### src/rtl/vga_rx_monitor.sv
// vga_rx_monitor
//   Passive VGA timing monitor. Measures the line period, the hsync width and
//   the number of lines per frame, and declares lock once a full clean frame
//   matches the nominal timing. For every frame it reports the line count,
//   the number of active pixels and (optionally) a CRC-16-CCITT over the
//   active pixels. The block is free-running: there is no handshake.
//
//   Optional feature macro: VGA_RX_CRC_EN
//     defined   -> CRC datapath present, crc_out holds the CRC of the last frame
//     undefined -> no CRC logic, crc_out is tied to 16'h0000
//
// Ports
//   clk          pixel clock
//   rst_n        asynchronous active-low reset
//   hsync        horizontal sync, active-low, already synchronous to clk
//   vsync        vertical sync, active-low, already synchronous to clk
//   rgb[5:0]     pixel {R1,G1,B1,R0,G0,B0}
//   locked       1 while the timing is locked
//   frame_done   one-cycle pulse after each vsync fall outside SEARCH
//   line_len     period of the last complete line (pixel clocks)
//   frame_lines  line count of the last frame
//   px_count     active pixels seen in the last frame
//   crc_out      CRC of the active pixels of the last frame
//   err_cnt      number of lock losses, saturating at 255

module vga_rx_monitor #(
    parameter int unsigned H_TOTAL = 800,
    parameter int unsigned H_SYNC  = 96,
    parameter int unsigned H_BP    = 48,
    parameter int unsigned H_ACT   = 640,
    parameter int unsigned V_TOTAL = 525,
    parameter int unsigned V_SYNC  = 2,
    parameter int unsigned V_BP    = 33,
    parameter int unsigned V_ACT   = 480
) (
    input  logic        clk,
    input  logic        rst_n,
    input  logic        hsync,
    input  logic        vsync,
    input  logic [5:0]  rgb,
    output logic        locked,
    output logic        frame_done,
    output logic [9:0]  line_len,
    output logic [9:0]  frame_lines,
    output logic [18:0] px_count,
    output logic [15:0] crc_out,
    output logic [7:0]  err_cnt
);

    localparam logic [9:0]  H_TOTAL_W = 10'(H_TOTAL);
    localparam logic [9:0]  H_SYNC_W  = 10'(H_SYNC);
    localparam logic [9:0]  V_TOTAL_W = 10'(V_TOTAL);
    localparam logic [10:0] H_ACT_LO  = 11'(H_SYNC + H_BP);
    localparam logic [10:0] H_ACT_HI  = 11'(H_SYNC + H_BP + H_ACT);
    localparam logic [10:0] V_ACT_LO  = 11'(V_SYNC + V_BP);
    localparam logic [10:0] V_ACT_HI  = 11'(V_SYNC + V_BP + V_ACT);
    localparam logic [9:0]  SAT10     = '1;

    typedef enum logic [1:0] {
        SEARCH  = 2'd0,
        MEASURE = 2'd1,
        LOCKED  = 2'd2
    } state_t;

    state_t state, next_state;

    logic        hs_q, vs_q;
    logic        hs_fall, hs_rise, vs_fall;
    logic [9:0]  idx, cur_idx, idx_next;
    logic        hs_seen;
    logic [9:0]  hs_width;
    logic [9:0]  line_cnt, cur_line, frame_cnt, new_len;
    logic [18:0] px_run;
    logic        active;
    logic        period_bad, frame_ok, frame_clean, frame_good;
    logic        lock_drop, frame_evt;

    // Single sample register; edges compare it against the live input.
    always_ff @(posedge clk or negedge rst_n) begin
        if (!rst_n) begin
            hs_q <= 1'b1;
            vs_q <= 1'b1;
        end else begin
            hs_q <= hsync;
            vs_q <= vsync;
        end
    end

    assign hs_fall = hs_q & ~hsync;
    assign hs_rise = ~hs_q & hsync;
    assign vs_fall = vs_q & ~vsync;

    always_comb begin
        cur_idx  = hs_fall ? '0 : idx;
        idx_next = (cur_idx == SAT10) ? cur_idx : cur_idx + 10'd1;

        // vsync fall wins over a coincident hsync fall.
        if (vs_fall)
            cur_line = '0;
        else if (hs_fall)
            cur_line = (line_cnt == SAT10) ? line_cnt : line_cnt + 10'd1;
        else
            cur_line = line_cnt;

        // Lines in the frame just ending, counting the line closed this cycle.
        if (hs_fall)
            frame_cnt = (line_cnt == SAT10) ? line_cnt : line_cnt + 10'd1;
        else
            frame_cnt = line_cnt;

        new_len = (hs_fall && hs_seen) ? idx : line_len;

        active = ({1'b0, cur_idx} >= H_ACT_LO) && ({1'b0, cur_idx} < H_ACT_HI) &&
                 ({1'b0, cur_line} >= V_ACT_LO) && ({1'b0, cur_line} < V_ACT_HI);

        // Lock is only granted after a whole frame in which every line period
        // was nominal; frame_ok tracks that since the last vsync fall.
        period_bad  = hs_fall && hs_seen && (idx != H_TOTAL_W);
        frame_clean = frame_ok && !period_bad;
        frame_good  = frame_clean && (frame_cnt == V_TOTAL_W) &&
                      (new_len == H_TOTAL_W) && (hs_width == H_SYNC_W);
    end

    always_ff @(posedge clk or negedge rst_n) begin
        if (!rst_n) begin
            idx      <= '0;
            hs_seen  <= 1'b0;
            hs_width <= '0;
            line_len <= '0;
            line_cnt <= '0;
            px_run   <= '0;
            frame_ok <= 1'b0;
        end else begin
            idx      <= idx_next;
            line_cnt <= cur_line;
            frame_ok <= vs_fall | frame_clean;
            if (hs_fall) begin
                hs_seen <= 1'b1;
                if (hs_seen)
                    line_len <= idx;
            end
            if (hs_rise)
                hs_width <= cur_idx;
            if (vs_fall)
                px_run <= '0;
            else if (active)
                px_run <= px_run + 19'd1;
        end
    end

    always_ff @(posedge clk or negedge rst_n) begin
        if (!rst_n)
            state <= SEARCH;
        else
            state <= next_state;
    end

    always_comb begin
        next_state = state;
        lock_drop  = 1'b0;
        case (state)
            SEARCH: begin
                if (vs_fall)
                    next_state = MEASURE;
            end
            MEASURE: begin
                if (vs_fall && frame_good)
                    next_state = LOCKED;
            end
            LOCKED: begin
                if (period_bad || (vs_fall && (frame_cnt != V_TOTAL_W))) begin
                    next_state = MEASURE;
                    lock_drop  = 1'b1;
                end
            end
            default: next_state = SEARCH;
        endcase
        frame_evt = vs_fall && (state != SEARCH);
    end

    always_ff @(posedge clk or negedge rst_n) begin
        if (!rst_n) begin
            locked      <= 1'b0;
            frame_done  <= 1'b0;
            frame_lines <= '0;
            px_count    <= '0;
            err_cnt     <= '0;
        end else begin
            locked     <= (next_state == LOCKED);
            frame_done <= frame_evt;
            if (frame_evt) begin
                frame_lines <= frame_cnt;
                px_count    <= px_run;
            end
            if (lock_drop && (err_cnt != 8'hFF))
                err_cnt <= err_cnt + 8'd1;
        end
    end

`ifdef VGA_RX_CRC_EN
    logic [15:0] crc_run;

    // CRC-16-CCITT (0x1021, non-reflected), rgb[5] shifted in first.
    function automatic logic [15:0] crc6_step(input logic [15:0] crc_in,
                                              input logic [5:0]  d);
        logic [15:0] c;
        logic [5:0]  dd;
        c  = crc_in;
        dd = d;
        for (int unsigned i = 0; i < 6; i++) begin
            if (c[15] ^ dd[5])
                c = {c[14:0], 1'b0} ^ 16'h1021;
            else
                c = {c[14:0], 1'b0};
            dd = {dd[4:0], 1'b0};
        end
        return c;
    endfunction

    always_ff @(posedge clk or negedge rst_n) begin
        if (!rst_n) begin
            crc_run <= '1;
            crc_out <= '0;
        end else begin
            if (frame_evt)
                crc_out <= crc_run;
            if (vs_fall)
                crc_run <= '1;
            else if (active)
                crc_run <= crc6_step(crc_run, rgb);
        end
    end
`else
    logic unused_rgb;
    assign unused_rgb = ^rgb;
    assign crc_out    = '0;
`endif

endmodule

### config.mk
export PLATFORM = sky130hd
export DESIGN_NAME = vga_rx_monitor
export DESIGN_NICKNAME = d
export VERILOG_FILES = /design/src/rtl/vga_rx_monitor.sv
export SDC_FILE = /design/constraint.sdc
export NUM_CORES = 1
export LEC_CHECK = 0
export CAP_MARGIN = 20
export CELL_PAD_IN_SITES_DETAIL_PLACEMENT = 0
export CELL_PAD_IN_SITES_GLOBAL_PLACEMENT = 1
export CORE_MARGIN = 1
export CORE_UTILIZATION = 44
export CTS_BUF_LIST = sky130_fd_sc_hd__clkbuf_4
export DETAILED_ROUTE_END_ITERATION = 8
export GPL_TIMING_DRIVEN = 0
export HOLD_SLACK_MARGIN = 0.05
export PLACE_DENSITY = 0.83
export SYNTH_ARGS = -nofsm -noshare
export SYNTH_HDL_FRONTEND = slang
export SYNTH_SLANG_ARGS = --single-unit
### constraint.sdc
create_clock -name clk -period 4 [get_ports clk]
set_input_delay 0.4 -clock clk [delete_from_list [all_inputs] [get_ports clk]]
set_output_delay 0.4 -clock clk [all_outputs]
set_load 0.02 [all_outputs]
# After elaboration in Yosys (flattened, before gate mapping)
# Cells that the tools add are included.
# word_totals
output_inout_bits	65
elab_cells	74
ff_bits	104
in_bits	10
# classes
n_bitwise	7
n_eq_ne	11
n_addsub	4
reduce_logical	19
order_cmp	4
mux	14
# ops
cell	count
2-to-1 mux 10 bit	6
equality test 10 bit (second input constant)	4
2-to-1 mux 19 bit	2
adder 10 x 1 -> 10 bit (second input constant)	2
less-than comparator 10 bit (second input constant)	2
inequality test 10 bit (second input constant)	2
adder 19 x 1 -> 19 bit (second input constant)	1
logical AND 1 bit	13
equality test 10 x 7 -> 1 bit (second input constant)	1
>= comparator 10 x 6 -> 1 bit (second input constant)	1
>= comparator 10 x 8 -> 1 bit (second input constant)	1
adder 8 x 1 -> 8 bit (second input constant)	1
inequality test 8 bit (second input constant)	1
2-to-1 mux 2 bit	3
case mux 2 bit (3 select lines)	1
equality test 2 bit (second input constant)	2
nonzero test 2 bit	2
bitwise AND 1 bit	3
inverter 1 bit	3
equality test 2 x 1 -> 1 bit (second input constant)	1
zero test 2 bit	1
2-to-1 mux 1 bit	2
AND reduction 2 bit	1
zero test 1 bit	1
other kinds (2)	2

# Longest topological paths before layout
# depth
ltp_word	13
mapped_depth	11
ltp_nobuf	11

# Least setup slack after synthesis
# OpenSTA, ideal clock, no wires.
# synth_path
path_kind	register -> register
startpoint	reg line_cnt[0]
endpoint	reg px_run[18]
t_arrival_ps	2664
n_path_buf	3
stages_incl_launch_ff	12
t_required_ps	3864
setup_ps	136
slack_ps	1199
cell_sequence	dfrtp_1 ha_1 and3b_1 buf_2 a311oi_1 o22ai_1 or3_4 o211a_4 buf_4 buf_6 o31ai_1 a21oi_1
# synth_via
elab_chain_len	8
elab_cells_between_ends	10
classes_between	1 x add/sub; 2 x order compare; 1 x eq/ne; 3 x mux; 3 x reduce/logical
# synth_rtl
item	line	source
from (decl)	72	logic [9:0] line_cnt, cur_line, frame_cnt, new_len;
from (signal assigned)	135	line_cnt <= cur_line;
adder 10 x 1 -> 10 bit / equality test 10 bit (equally long branches)	101	cur_line = (line_cnt == SAT10) ? line_cnt : line_cnt + 10'd1;
2-to-1 mux 10 bit	101	
2-to-1 mux 10 bit (*)	100	else if (hs_fall)
2-to-1 mux 10 bit (*)	98	if (vs_fall)
>= comparator 10 x 6 -> 1 bit	114	({1'b0, cur_line} >= V_ACT_LO) && ({1'b0, cur_line} < V_ACT_HI);
logical AND 1 bit	113	active = ({1'b0, cur_idx} >= H_ACT_LO) && ({1'b0, cur_idx} < H_ACT_HI) &&
logical AND 1 bit (*)	114	
nonzero test 2 bit (no source line) (*)	--	
to (signal assigned)	147	px_run <= px_run + 19'd1;
to (decl)	73	logic [18:0] px_run;
# Every way passes the cells marked *; elsewhere a longest branch is shown, timed or not.
# A chain may end at the register's enable or synchronous reset.

# Worst setup path after layout
# Ends and elaborated chain as after synthesis.

==> metrics.md <==
| Metric | Value |
|---|---|
| Outcome | finished, final reports clean |
| Slew HR | 57.1% |
| Die width | 111 um |
| Post-synth design cell area | 5200 um2 |
| Setup CP Type | flop to flop |
| Dpl cell area | 5980 um2 |
| Synth area leader | dfrtp_1 |
| GR Overflow Total | 0 |
| Fillcell total | 1055 |
| CTS root buf | clkbuf_4 |
| Critical Path Sink | px_run[18]$_DFFE_PN0P_ |
| TritonCTS clock tree | done |
| Starting Density | 45.4% |
| Sequential cell area | 2610 um2 |
| Yosys warning total | 0 |
| Area share of the largest cell type after synthesis | 49.1% |
| Peak VDD IR | 0.000216 V |
| Fin crit period | 3160 ps |
| Initial DRC count | 167 |
| Synth cell types | 65 |
| Layout cell share with drive strength beyond 1 | 13.4% |
| Worst-path fanout max | 10 |
| CTS Buffer Depth | 2 |
| Multi-input logic area | 2360 um2 |
| Max Slew Vio Count | 0 |
| PortBufs | 52 |
| Setup ws final | 844 ps |
| Vias in the first global route | 3971 |
| Avg Inst Size Synth | 10.2 um2 |
| Fin nets | 605 |
| DRT Wirelength | 11.1 mm |
| Crit. End Element | flop |
| Wire per inst | 15.0 um |
| Placer Congestion | 0.823 |
| Clock Sink Count | 104 |
| First-pass GRT wire length | 19.3 mm |
| Slew at the pin closest to its max-slew limit | 639 ps |
| Synth async-reset ratio | 100% |
| Final antenna-violating net count | 0 |
| # hold bufs at CTS | 1 |
| Clk_lat worst skew | 470 ps |
| Top post-synthesis cells by count | dfrtp_1 (102), nand2_1 (78), mux2_2 (26), clkbuf_1 (25), nor2_1 (25) |
| Fmax | 317 MHz |
| Synthesis-stage register bit count | 104 |
| Final setup violation count | 0 |
| H-tree depth | 3 |
| Core ar. | 11500 um2 |
| Largest net degree at the start of global routing | 72 |
| GRT Total Usage | 19.2% |
| IO Pins | 75 |
| Beginning of the critical path | line_cnt[0]$_DFF_PN0_ |
| Finished Layout Cells | 738 |
| Fin crit share | 78.9% |
| Min Hold Slack | 385 ps |
| Max_cap viols | 0 |
| Min-delay worst type | input pin to flop |
| Final Hold Viols | 0 |
| Area Overhead vs Synth | 17.8% |
| Power per cell area | 333 nW/um2 |
| # DRC | 0 |
| Largest cells by area after synthesis | dfrtp_1 (49%), mux2_2 (5.6%), nand2_1 (5.6%) |
| Placed insts | 720 |
| Num rows | 39 |
| Reg2reg path depth | 11 |
| Unrepaired setup endpoints after global routing | no |
| Vias/cell | 5.39 |
| Synth Instances | 509 |
| Detailed placement HPWL | 7.99 mm |
| Post-synth EDFFs | 0 |
| Leak pwr | 2.75 nW |
| Antenna violations before repair | 0 |
| Top-count cell post-synth | dfrtp_1 |
| Critical Path AT | 3500 ps |
| Die ar. | 12300 um2 |
| Num CTS Buffers | 9 |
| Diode count | 0 |
| Worst clock skew | 20.9 ps |
| First drt pass iteration count | 4 |
| Crit path launch type | flop |
| Sequential share of the synthesized area | 50.1% |
| Required @ worst endpoint | 4340 ps |
| Via count | 3980 |
| R2R Setup Slk | 840 ps |
| Die height | 111 um |
| Worst R2R End | px_run[18]$_DFFE_PN0P_ |
| Post-Place Setup Slack | 368 ps |
| Count of cells resized by post-cts repair | 0 |
| Prevailing post-synth register cell | dfrtp_1 |
| Clock-pin slew on the worst setup and hold paths | 150 ps |
| Fin area | 6130 um2 |
| # Post-CTS Setup Buffers | 0 |
| R2r startpoint | line_cnt[0]$_DFF_PN0_ |
[layer usage]
metal,global-route usage [%],part of all wire (%),wire length [um],up-vias
li1,-,-,-,1960
met1,27.5,50,5560,1954
met2,29.1,45,5020,54
met3,2.73,3.1,340,12
met4,8.36,1.3,144,0
met5,0,0,0,-
[state kept, by name (all words and copies together) (netlist names)]
name / cells
err_cnt: 8
vs_q: 1
px_run: 19
line_len: 10
hs_width: 10
hs_q: 1
frame_lines: 10
locked: 1
hs_seen: 1
state: 2
frame_ok: 1
px_count: 19
frame_done: 1
idx: 10
line_cnt: 10
[cell families after synthesis]
group	synth area share, %
compound gates	11.8
buf+inv	5.58
mux	7.96
xor+xnor	2.53
simple gates	20.8
flops	50.1
fa+ha+maj	1.20
other cells	0.0721
[worst max-delay path: stages (launching register included)]
cell and delay, ps:
dfrtp_1 500, ha_1 290, and3b_1 190, buf_2 180, a311oi_1 380, o22ai_1 170
or3_4 410, o211a_4 270, buf_4 180, buf_6 150, o31ai_1 240, a21oi_1 100
[layout make-up]
type	count	area share [%]
Multi-Input combinational cell	363	38.6
Sequential cell	104	42.5
Timing Repair Buffer	55	9.15
Buffer	48	4.19
Clock buffer	9	1.10
Clock inverter	7	1.02
Inverter	9	0.551
Tap cell	143	2.92
[how the worst min path moves through the flow]
| stage | startpoint | cells past startpoint | to | slack (ps) |
|---|---|---|---|---|
| detailed placement | rst_n | 1 | px_count[18]$_DFFE_PN0P_ | 380 |
| floorplan | rst_n | 0 | err_cnt[0]$_DFFE_PN0P_ | 100 |
| finish | vsync | 1 | vs_q$_DFF_PN1_ | 380 |
| global route | vsync | 1 | vs_q$_DFF_PN1_ | 390 |
| CTS | vsync | 1 | vs_q$_DFF_PN1_ | 360 |
| global placement | hs_seen$_DFFE_PN0N_ | 1 | hs_seen$_DFFE_PN0N_ | 450 |
[where the power goes]
| group | leakage (nW) | switching [mW] | internal [mW] |
|---|---|---|---|
| clock network | 0.0684 | 0.342 | 0.185 |
| registers | 1.41 | 0.0452 | 1.12 |
| logic | 1.28 | 0.199 | 0.152 |
| total | 2.75 | 0.586 | 1.46 |
[cells in the final DEF (no fill, tap or decap), types with 10 or more instances in the layout]
cell type,synthesis,final
a21oi_1,15,15
and3_1,11,11
buf_4,17,18
clkbuf_1,25,25
clkdlybuf4s50_1,0,51
conb_1,1,16
dfrtp_1,102,102
mux2_2,26,26
mux2i_1,11,11
nand2_1,78,78
nand2b_1,11,11
nand3_1,16,16
nand4_1,12,12
nor2_1,25,25
nor3_1,11,11
o21ai_0,22,22
xnor2_1,10,10
[per-stage QoR]
step	power (mW)	util, %	setup TNS (ps)
after floorplan	1.40	-	0
after global placement	1.53	52.0	-135260
after detailed placement	1.54	52.2	0
after CTS	2.07	53.4	0
after global routing	2.14	53.4	0
final	2.04	53.4	0
Power figures use the tool's default switching activity.
